**src/rtl/music_sequencer_pkg.sv**
```systemverilog
// Shared types and constants for the music sequencer: note word layout,
// END marker, scale codes and FSM state encoding.
package music_sequencer_pkg;

    localparam int NOTE_W  = 16;
    localparam int SCALE_W = 5;
    localparam int TIME_W  = 11;

    // A note word is {scale, time}; time == 0 marks the end of the song.
    localparam logic [NOTE_W-1:0] END_NOTE = '0;

    localparam logic [SCALE_W-1:0] REST = 5'd0;
    localparam logic [SCALE_W-1:0] L1 = 5'd1,  L2 = 5'd2,  L3 = 5'd3,  L4 = 5'd4;
    localparam logic [SCALE_W-1:0] L5 = 5'd5,  L6 = 5'd6,  L7 = 5'd7;
    localparam logic [SCALE_W-1:0] M1 = 5'd8,  M2 = 5'd9,  M3 = 5'd10, M4 = 5'd11;
    localparam logic [SCALE_W-1:0] M5 = 5'd12, M6 = 5'd13, M7 = 5'd14;
    localparam logic [SCALE_W-1:0] H1 = 5'd15, H2 = 5'd16, H3 = 5'd17, H4 = 5'd18;
    localparam logic [SCALE_W-1:0] H5 = 5'd19, H6 = 5'd20, H7 = 5'd21;

    typedef enum logic [2:0] {
        ST_IDLE   = 3'd0,
        ST_LOAD   = 3'd1,
        ST_PLAY   = 3'd2,
        ST_GAP    = 3'd3,
        ST_FINISH = 3'd4
    } state_e;

    function automatic logic [NOTE_W-1:0] mk_note(input logic [SCALE_W-1:0] scale,
                                                  input logic [TIME_W-1:0]  ms);
        return {scale, ms};
    endfunction

    function automatic logic is_end(input logic [NOTE_W-1:0] note);
        return (note[TIME_W-1:0] == '0);
    endfunction

endpackage

```
**src/rtl/music_sequencer_if.sv**
```systemverilog
// Control and note bus between the sequencer and its environment
// (start/stop/loop controls, tone generator enable/scale/time/finish).
interface music_sequencer_if #(
    parameter int ADDR_W = 6
);
    import music_sequencer_pkg::*;

    logic               start;
    logic               stop;
    logic               loop;
    logic               note_finish;
    logic               note_en;
    logic [SCALE_W-1:0] note_scale;
    logic [TIME_W-1:0]  note_time;
    logic [ADDR_W-1:0]  note_idx;
    logic               busy;
    logic               done;

    modport master (
        output start, stop, loop, note_finish,
        input  note_en, note_scale, note_time, note_idx, busy, done
    );

    modport slave (
        input  start, stop, loop, note_finish,
        output note_en, note_scale, note_time, note_idx, busy, done
    );

endinterface

```
**src/rtl/music_sequencer_song_rom.sv**
```systemverilog
// Synchronous song table ROM (one clock read latency). SONG_ID selects
// which built-in table is compiled in; swapping songs only touches this file.
module music_sequencer_song_rom
    import music_sequencer_pkg::*;
#(
    parameter int ADDR_W  = 6,
    parameter int SONG_ID = 0
) (
    input  logic              clk,
    input  logic [ADDR_W-1:0] addr_i,
    output logic [NOTE_W-1:0] data_o
);

    logic [NOTE_W-1:0] data_d;
    logic [NOTE_W-1:0] data_q;

    // Table lookup; unlisted entries read as END.
    always_comb begin
        data_d = END_NOTE;
        if (SONG_ID == 0) begin
            case (int'(addr_i))
                0:       data_d = mk_note(M1,   11'd5);
                1:       data_d = mk_note(REST, 11'd3);
                2:       data_d = mk_note(M3,   11'd2);
                default: data_d = END_NOTE;
            endcase
        end else if (SONG_ID == 1) begin
            case (int'(addr_i))
                0:       data_d = mk_note(L1, 11'd2);
                1:       data_d = mk_note(L3, 11'd1);
                2:       data_d = mk_note(L5, 11'd3);
                3:       data_d = mk_note(H1, 11'd1);
                4:       data_d = mk_note(M2, 11'd4);
                default: data_d = END_NOTE;
            endcase
        end
    end

    // Registered read port.
    always_ff @(posedge clk) begin
        data_q <= data_d;
    end

    assign data_o = data_q;

endmodule

```
**src/rtl/music_sequencer.sv**
```systemverilog
// Music sequencer: walks the song ROM, presents one note at a time to the
// tone generator, holds enable until the synchronized finish flag arrives,
// then inserts a fixed articulation gap before the next note.
module music_sequencer
    import music_sequencer_pkg::*;
#(
    parameter int ADDR_W     = 6,
    parameter int GAP_CYCLES = 20000,
    parameter int SONG_LAST  = 63,
    parameter int SONG_ID    = 0
) (
    input  logic             clk,
    input  logic             rst_n,
    music_sequencer_if.slave bus
);

    localparam int                GAP_W    = $clog2(GAP_CYCLES);
    localparam logic [GAP_W-1:0]  GAP_LOAD = GAP_W'(GAP_CYCLES - 1);
    localparam logic [ADDR_W-1:0] IDX_LAST = ADDR_W'(SONG_LAST);

    state_e             state_q, state_d;
    logic               sync1_q, fin_s_q;
    logic [1:0]         play_cnt_q, play_cnt_d;
    logic [GAP_W-1:0]   gap_cnt_q, gap_cnt_d;
    logic [ADDR_W-1:0]  idx_q, idx_d;
    logic               note_en_q, note_en_d;
    logic [SCALE_W-1:0] scale_q, scale_d;
    logic [TIME_W-1:0]  time_q, time_d;
    logic               busy_q, busy_d;
    logic               done_q, done_d;
    logic [NOTE_W-1:0]  rom_data;

    // The ROM is addressed with the next index so the entry is ready during LOAD.
    music_sequencer_song_rom #(
        .ADDR_W  (ADDR_W),
        .SONG_ID (SONG_ID)
    ) u_rom (
        .clk    (clk),
        .addr_i (idx_d),
        .data_o (rom_data)
    );

    // Two-flop synchronizer for the tone generator's finish flag.
    always_ff @(posedge clk) begin
        if (!rst_n) begin
            sync1_q <= 1'b0;
            fin_s_q <= 1'b0;
        end else begin
            sync1_q <= bus.note_finish;
            fin_s_q <= sync1_q;
        end
    end

    // Next-state and output decode.
    always_comb begin
        state_d    = state_q;
        idx_d      = idx_q;
        play_cnt_d = play_cnt_q;
        gap_cnt_d  = gap_cnt_q;
        note_en_d  = note_en_q;
        scale_d    = scale_q;
        time_d     = time_q;
        busy_d     = busy_q;
        done_d     = 1'b0;

        if (state_q != ST_IDLE && bus.stop) begin
            state_d    = ST_IDLE;
            note_en_d  = 1'b0;
            scale_d    = '0;
            time_d     = '0;
            busy_d     = 1'b0;
            play_cnt_d = '0;
            gap_cnt_d  = '0;
        end else begin
            case (state_q)
                ST_IDLE: begin
                    if (bus.start && !bus.stop) begin
                        state_d = ST_LOAD;
                        idx_d   = '0;
                        busy_d  = 1'b1;
                    end
                end
                ST_LOAD: begin
                    if (is_end(rom_data)) begin
                        state_d = ST_FINISH;
                    end else begin
                        scale_d    = rom_data[NOTE_W-1:TIME_W];
                        time_d     = rom_data[TIME_W-1:0];
                        note_en_d  = 1'b1;
                        play_cnt_d = '0;
                        state_d    = ST_PLAY;
                    end
                end
                ST_PLAY: begin
                    // The first three PLAY cycles may still see the previous note's finish.
                    if (play_cnt_q != 2'd3) begin
                        play_cnt_d = play_cnt_q + 2'd1;
                    end else if (fin_s_q) begin
                        note_en_d = 1'b0;
                        gap_cnt_d = GAP_LOAD;
                        state_d   = ST_GAP;
                    end
                end
                ST_GAP: begin
                    // GAP plus the following LOAD/FINISH cycle give GAP_CYCLES low cycles.
                    if (gap_cnt_q > GAP_W'(1)) begin
                        gap_cnt_d = gap_cnt_q - GAP_W'(1);
                    end else begin
                        gap_cnt_d = '0;
                        if (idx_q == IDX_LAST) begin
                            state_d = ST_FINISH;
                        end else begin
                            idx_d   = idx_q + ADDR_W'(1);
                            state_d = ST_LOAD;
                        end
                    end
                end
                ST_FINISH: begin
                    if (bus.loop) begin
                        idx_d   = '0;
                        state_d = ST_LOAD;
                    end else begin
                        done_d    = 1'b1;
                        note_en_d = 1'b0;
                        scale_d   = '0;
                        time_d    = '0;
                        busy_d    = 1'b0;
                        state_d   = ST_IDLE;
                    end
                end
                default: begin
                    state_d = ST_IDLE;
                end
            endcase
        end
    end

    // State, counter and output registers.
    always_ff @(posedge clk) begin
        if (!rst_n) begin
            state_q    <= ST_IDLE;
            idx_q      <= '0;
            play_cnt_q <= '0;
            gap_cnt_q  <= '0;
            note_en_q  <= 1'b0;
            scale_q    <= '0;
            time_q     <= '0;
            busy_q     <= 1'b0;
            done_q     <= 1'b0;
        end else begin
            state_q    <= state_d;
            idx_q      <= idx_d;
            play_cnt_q <= play_cnt_d;
            gap_cnt_q  <= gap_cnt_d;
            note_en_q  <= note_en_d;
            scale_q    <= scale_d;
            time_q     <= time_d;
            busy_q     <= busy_d;
            done_q     <= done_d;
        end
    end

    assign bus.note_en    = note_en_q;
    assign bus.note_scale = scale_q;
    assign bus.note_time  = time_q;
    assign bus.note_idx   = idx_q;
    assign bus.busy       = busy_q;
    assign bus.done       = done_q;

endmodule

```
**src/flat_wrapper.sv**
```systemverilog
// flat-port wrapper written by rule: the top's interface ports become plain ports
module music_sequencer_flat import music_sequencer_pkg::*;
#(
    parameter int ADDR_W     = 6,
    parameter int GAP_CYCLES = 20000,
    parameter int SONG_LAST  = 63,
    parameter int SONG_ID    = 0
)
  (clk, rst_n, bus_start, bus_stop, bus_loop, bus_note_finish, bus_note_en, bus_note_scale, bus_note_time, bus_note_idx, bus_busy, bus_done);
  music_sequencer_if #(.ADDR_W(ADDR_W)) bus_i ();
  input  logic clk;
  input  logic rst_n;
  input wire logic [$bits(bus_i.start)-1:0] bus_start;
  input wire logic [$bits(bus_i.stop)-1:0] bus_stop;
  input wire logic [$bits(bus_i.loop)-1:0] bus_loop;
  input wire logic [$bits(bus_i.note_finish)-1:0] bus_note_finish;
  output wire logic [$bits(bus_i.note_en)-1:0] bus_note_en;
  output wire logic [$bits(bus_i.note_scale)-1:0] bus_note_scale;
  output wire logic [$bits(bus_i.note_time)-1:0] bus_note_time;
  output wire logic [$bits(bus_i.note_idx)-1:0] bus_note_idx;
  output wire logic [$bits(bus_i.busy)-1:0] bus_busy;
  output wire logic [$bits(bus_i.done)-1:0] bus_done;
  assign bus_i.start = bus_start;
  assign bus_i.stop = bus_stop;
  assign bus_i.loop = bus_loop;
  assign bus_i.note_finish = bus_note_finish;
  assign bus_note_en = bus_i.note_en;
  assign bus_note_scale = bus_i.note_scale;
  assign bus_note_time = bus_i.note_time;
  assign bus_note_idx = bus_i.note_idx;
  assign bus_busy = bus_i.busy;
  assign bus_done = bus_i.done;
  music_sequencer #(.ADDR_W(ADDR_W), .GAP_CYCLES(GAP_CYCLES), .SONG_LAST(SONG_LAST), .SONG_ID(SONG_ID)) u_core (.clk(clk), .rst_n(rst_n), .bus(bus_i));
endmodule
```
**config.mk**
```make
export PLATFORM = sky130hd
export DESIGN_NAME = music_sequencer_flat
export DESIGN_NICKNAME = d
export VERILOG_FILES = /design/src/rtl/music_sequencer_pkg.sv /design/src/rtl/music_sequencer_if.sv /design/src/rtl/music_sequencer_song_rom.sv /design/src/rtl/music_sequencer.sv /design/src/flat_wrapper.sv
export SDC_FILE = /design/constraint.sdc
export NUM_CORES = 1
export LEC_CHECK = 0
export CELL_PAD_IN_SITES_DETAIL_PLACEMENT = 1
export CELL_PAD_IN_SITES_GLOBAL_PLACEMENT = 2
export CORE_ASPECT_RATIO = 0.9
export CORE_MARGIN = 5
export CORE_UTILIZATION = 32
export DETAILED_ROUTE_END_ITERATION = 12
export PLACE_DENSITY = 0.86
export SLEW_MARGIN = 40
export SYNTH_ARGS = -nofsm -noshare
export SYNTH_HDL_FRONTEND = slang
export SYNTH_SLANG_ARGS = --single-unit
```
**constraint.sdc**
```tcl
create_clock -name clk -period 3.1 [get_ports clk]
set_input_delay 0.62 -clock clk [delete_from_list [all_inputs] [get_ports clk]]
set_output_delay 0.62 -clock clk [all_outputs]
set_load 0.03 [all_outputs]
```
==> out/qor.csv <==
stage;metric;value;unit
power_and_ir_drop;cell internal pwr;0.000758;W
placement;placed cell area;2620;sq um
cts;latest clock arrival within the worst-skew pair;300;ps
detailed_routing;initial detailed-routing violation count;83;
die;io pins;31;
detailed_routing;# DRC;0;
placement;gp weighted congestion;0.817;
timing;Final TNS setup;0;ps
power_and_ir_drop;largest vdd supply drop;0.163;mV
global_route;global route total overflow;0;
placement;detailed placement HPWL;4780;um
layout;Antenna Diode Count;0;
cts;Root Buffer;clkbuf_8;
cts;H-tree depth;2;
synth;Synth top area share;0.355;
setup_path;CP arrival;2860;ps
cts;hold_buf cts;0;
synth;cell taking the most area after synthesis;dfxtp_1;
layout;Post-Layout Cell Count;410;
synth;Synth area leaders;dfxtp_1 (36%), nor2_1 (6.8%), a21oi_1 (5.9%);
cts;Clk pin slew, worst setup/hold paths;80;ps
power_and_ir_drop;combinational fraction of design power;0.170;
synth;Adder-Cell Fraction of Synth Area;0.0217;
setup_path;Worst EP required;3280;ps
cts;# Post-CTS Setup Buffers;0;
global_route;vias in the first global route;2136;
synth;Synth Instances;290;
synth;post-synthesis sequential area ratio;0.355;
power_and_ir_drop;NetSw;0.000329;W
synth;multiplexer area fraction after synthesis;0;
detailed_routing;mean routed wirelength per cell;15.6;um
power_and_ir_drop;share of power burned in registers;0.509;
timing;fin crit period;2680;ps
detailed_routing;post-route ant nets;0;
die;DIE WIDTH;99.6;um
synth;Post-Syn Area;2310;sq um
synth;largest family of logic cells by synthesized area;simple AND/OR/NAND/NOR gates;
detailed_routing;vias per inst;5.31;
die;die height;90.6;um
layout;post-layout util;0.384;
die;Initial Utilization;0.328;
run;max-cap viol count;0;
cts;clock sinks;41;
timing;skew final;8.06;ps
synth;mean post-synth cell area;7.96;sq um
cts;CTS tree;done;
timing;Slew headroom;0.478;
detailed_routing;total number of vias;2176;
setup_path;Startpoint Class;primary input;
worst_hold_path;HP Class;reg2reg;
die;# rows;29;
timing;Hold Worst Slack;447;ps
layout;Area Overhead vs Synth;17.0;%
layout;most common cell after layout, fill and taps aside;nor2_1;
timing;crit share post-route;0.865;
layout;design area;2700;sq um
timing;max frequency;0.373;GHz
synth;Async SR Flop Fraction;0;
power_and_ir_drop;Switching Share;0.303;
detailed_routing;DRT Pass-1 Iters;4;
die;core region area;7040;sq um
layout;most frequent cells in the layout;nor2_1 (42), dfxtp_1 (41), a21oi_1 (27);
global_route;largest net degree at the start of global routing;19;
timing;actual slew at the worst max-slew pin;780;ps
synth;Synth cell types;55;
cts;CTS Buffer Depth;2;
power_and_ir_drop;leakage power;1.04;nW
synth;Post-synth top flop;dfxtp_1;
placement;cell total after placement;402;
setup_path;CP Capture Type;flop;
timing;final setup violating endpoints;0;
power_and_ir_drop;clock group share of total power;0.322;
setup_path;crit-path max FO;4;
synth;synth warn;0;
global_route;initial antenna violation count;0;
layout;final net count;326;
power_and_ir_drop;pwr dens;402;nW/um^2
global_route;first-pass GRT wire length;11000;um
cts;CTS Buf Count;5;
layout;share of layout cells above drive strength 1;0.0946;
setup_path;critical path type;in2reg;
synth;Simple-Gate Fraction of Synth Area;0.311;
timing;Final Hold Vio Count;0;
placement;Buffers on Ports;19;
cts;cts repair resizes;0;
die;die area;9020;sq um
timing;max-slew violations;0;
synth;complex-gate fraction of the synthesized area;0.208;
detailed_routing;total wire length;6400;um
global_route;GR Util All Layers;0.149;
timing;RSZ-0062 raised after global routing;no;
synth;Seq cells post-synth;41;
synth;Post-synth EDFFs;0;
synth;post-synthesis xor/xnor area fraction;0.0303;
status;status;completed;
[cell families (layout without fill, tap and decap cells)]
family / Yosys count / in the layout
buffers and inverters: 33 / 50
adders and majority gates: 4 / 4
xor gates and xnor gates: 8 / 8
AOI/OAI and AO/OA: 75 / 75
other: 1 / 11
DFF: 41 / 41
and+or+nand+nor: 128 / 128
[metrics by stage]
| stage | setup WS [ps] | total power, W |
|---|---|---|
| floorplan | 775 | 0.000698 |
| global placement | 160 | 0.000746 |
| detailed placement | 106 | 0.000750 |
| CTS | 420 | 0.00111 |
| global route | 129 | 0.00115 |
| finish | 419 | 0.00109 |
[power by group through the flow]
stage | sequential, W | combinational, W | clock [W]
floorplan | 0.000569 | 0.000130 | 0
global placement | 0.000564 | 0.000182 | 0
detailed placement | 0.000565 | 0.000185 | 0
CTS | 0.000553 | 0.000186 | 0.000369
global route | 0.000555 | 0.000204 | 0.000386
finish | 0.000553 | 0.000184 | 0.000350
[flip-flops by register name, summed over array words and instances, names as in the netlist]
name	count
u_core.gap_cnt_q	15
u_core.bus.note_idx	6
u_core.u_rom.data_o	5
u_core.bus.note_time	3
u_core.state_q	3
u_core.bus.note_scale	2
u_core.play_cnt_q	2
u_core.bus.busy	1
u_core.bus.done	1
u_core.bus.note_en	1
u_core.fin_s_q	1
u_core.sync1_q	1
[worst max-delay path: stages]
cell and delay, ps:
clkdlybuf4s50_1 440, nor4bb_1 320, buf_4 170, or4b_4 490, or4_4 500, and3_1 170, nand4_2 100, a21oi_1 50
[worst paths after layout]
check	slack, ps	to	start	cells past startpoint
worst max-delay path	420	u_core.u_rom.data_o[12]	bus_stop	8
worst min-delay path	450	u_core.fin_s_q	u_core.sync1_q	1
worst max register to register	460	u_core.u_rom.data_o[12]	u_core.gap_cnt_q[10]	6
worst min register to register	450	u_core.fin_s_q	u_core.sync1_q	1
[cell type report]
cell class | count | area (sq um)
Clock buffer | 5 | 68.8
Clock inverter | 3 | 17.5
Fill cell | 887 | 4340
Inverter | 12 | 45.0
Multi-Input combinational cell | 226 | 1360
Sequential cell | 41 | 821
Tap cell | 93 | 116
Timing Repair Buffer | 30 | 273
[metal layers]
layer	GRT usage	routed length [um]
met3	0.0301	298
met1	0.222	3340
met5	0	0
met2	0.210	2670
met4	0.0512	102
[synth_stat cells, drive strengths merged, types with 2 or more instances]
cell	n
nor2	43
dfxtp	41
a21oi	27
nand2	19
buf	13
inv	12
o21ai	12
nor3	10
nor4	9
clkbuf	8
nor4b	8
xnor2	8
nand3	7
and2	6
a211oi	5
a31oi	5
o22ai	5
or3	5
ha	4
a21boi	3
nand4	3
nor2b	3
o311ai	3
o31ai	3
or4	3
and3	2
nand2b	2
nand3b	2
o211a	2
o211ai	2
or4b	2
(Power assumes the default switching activity.)
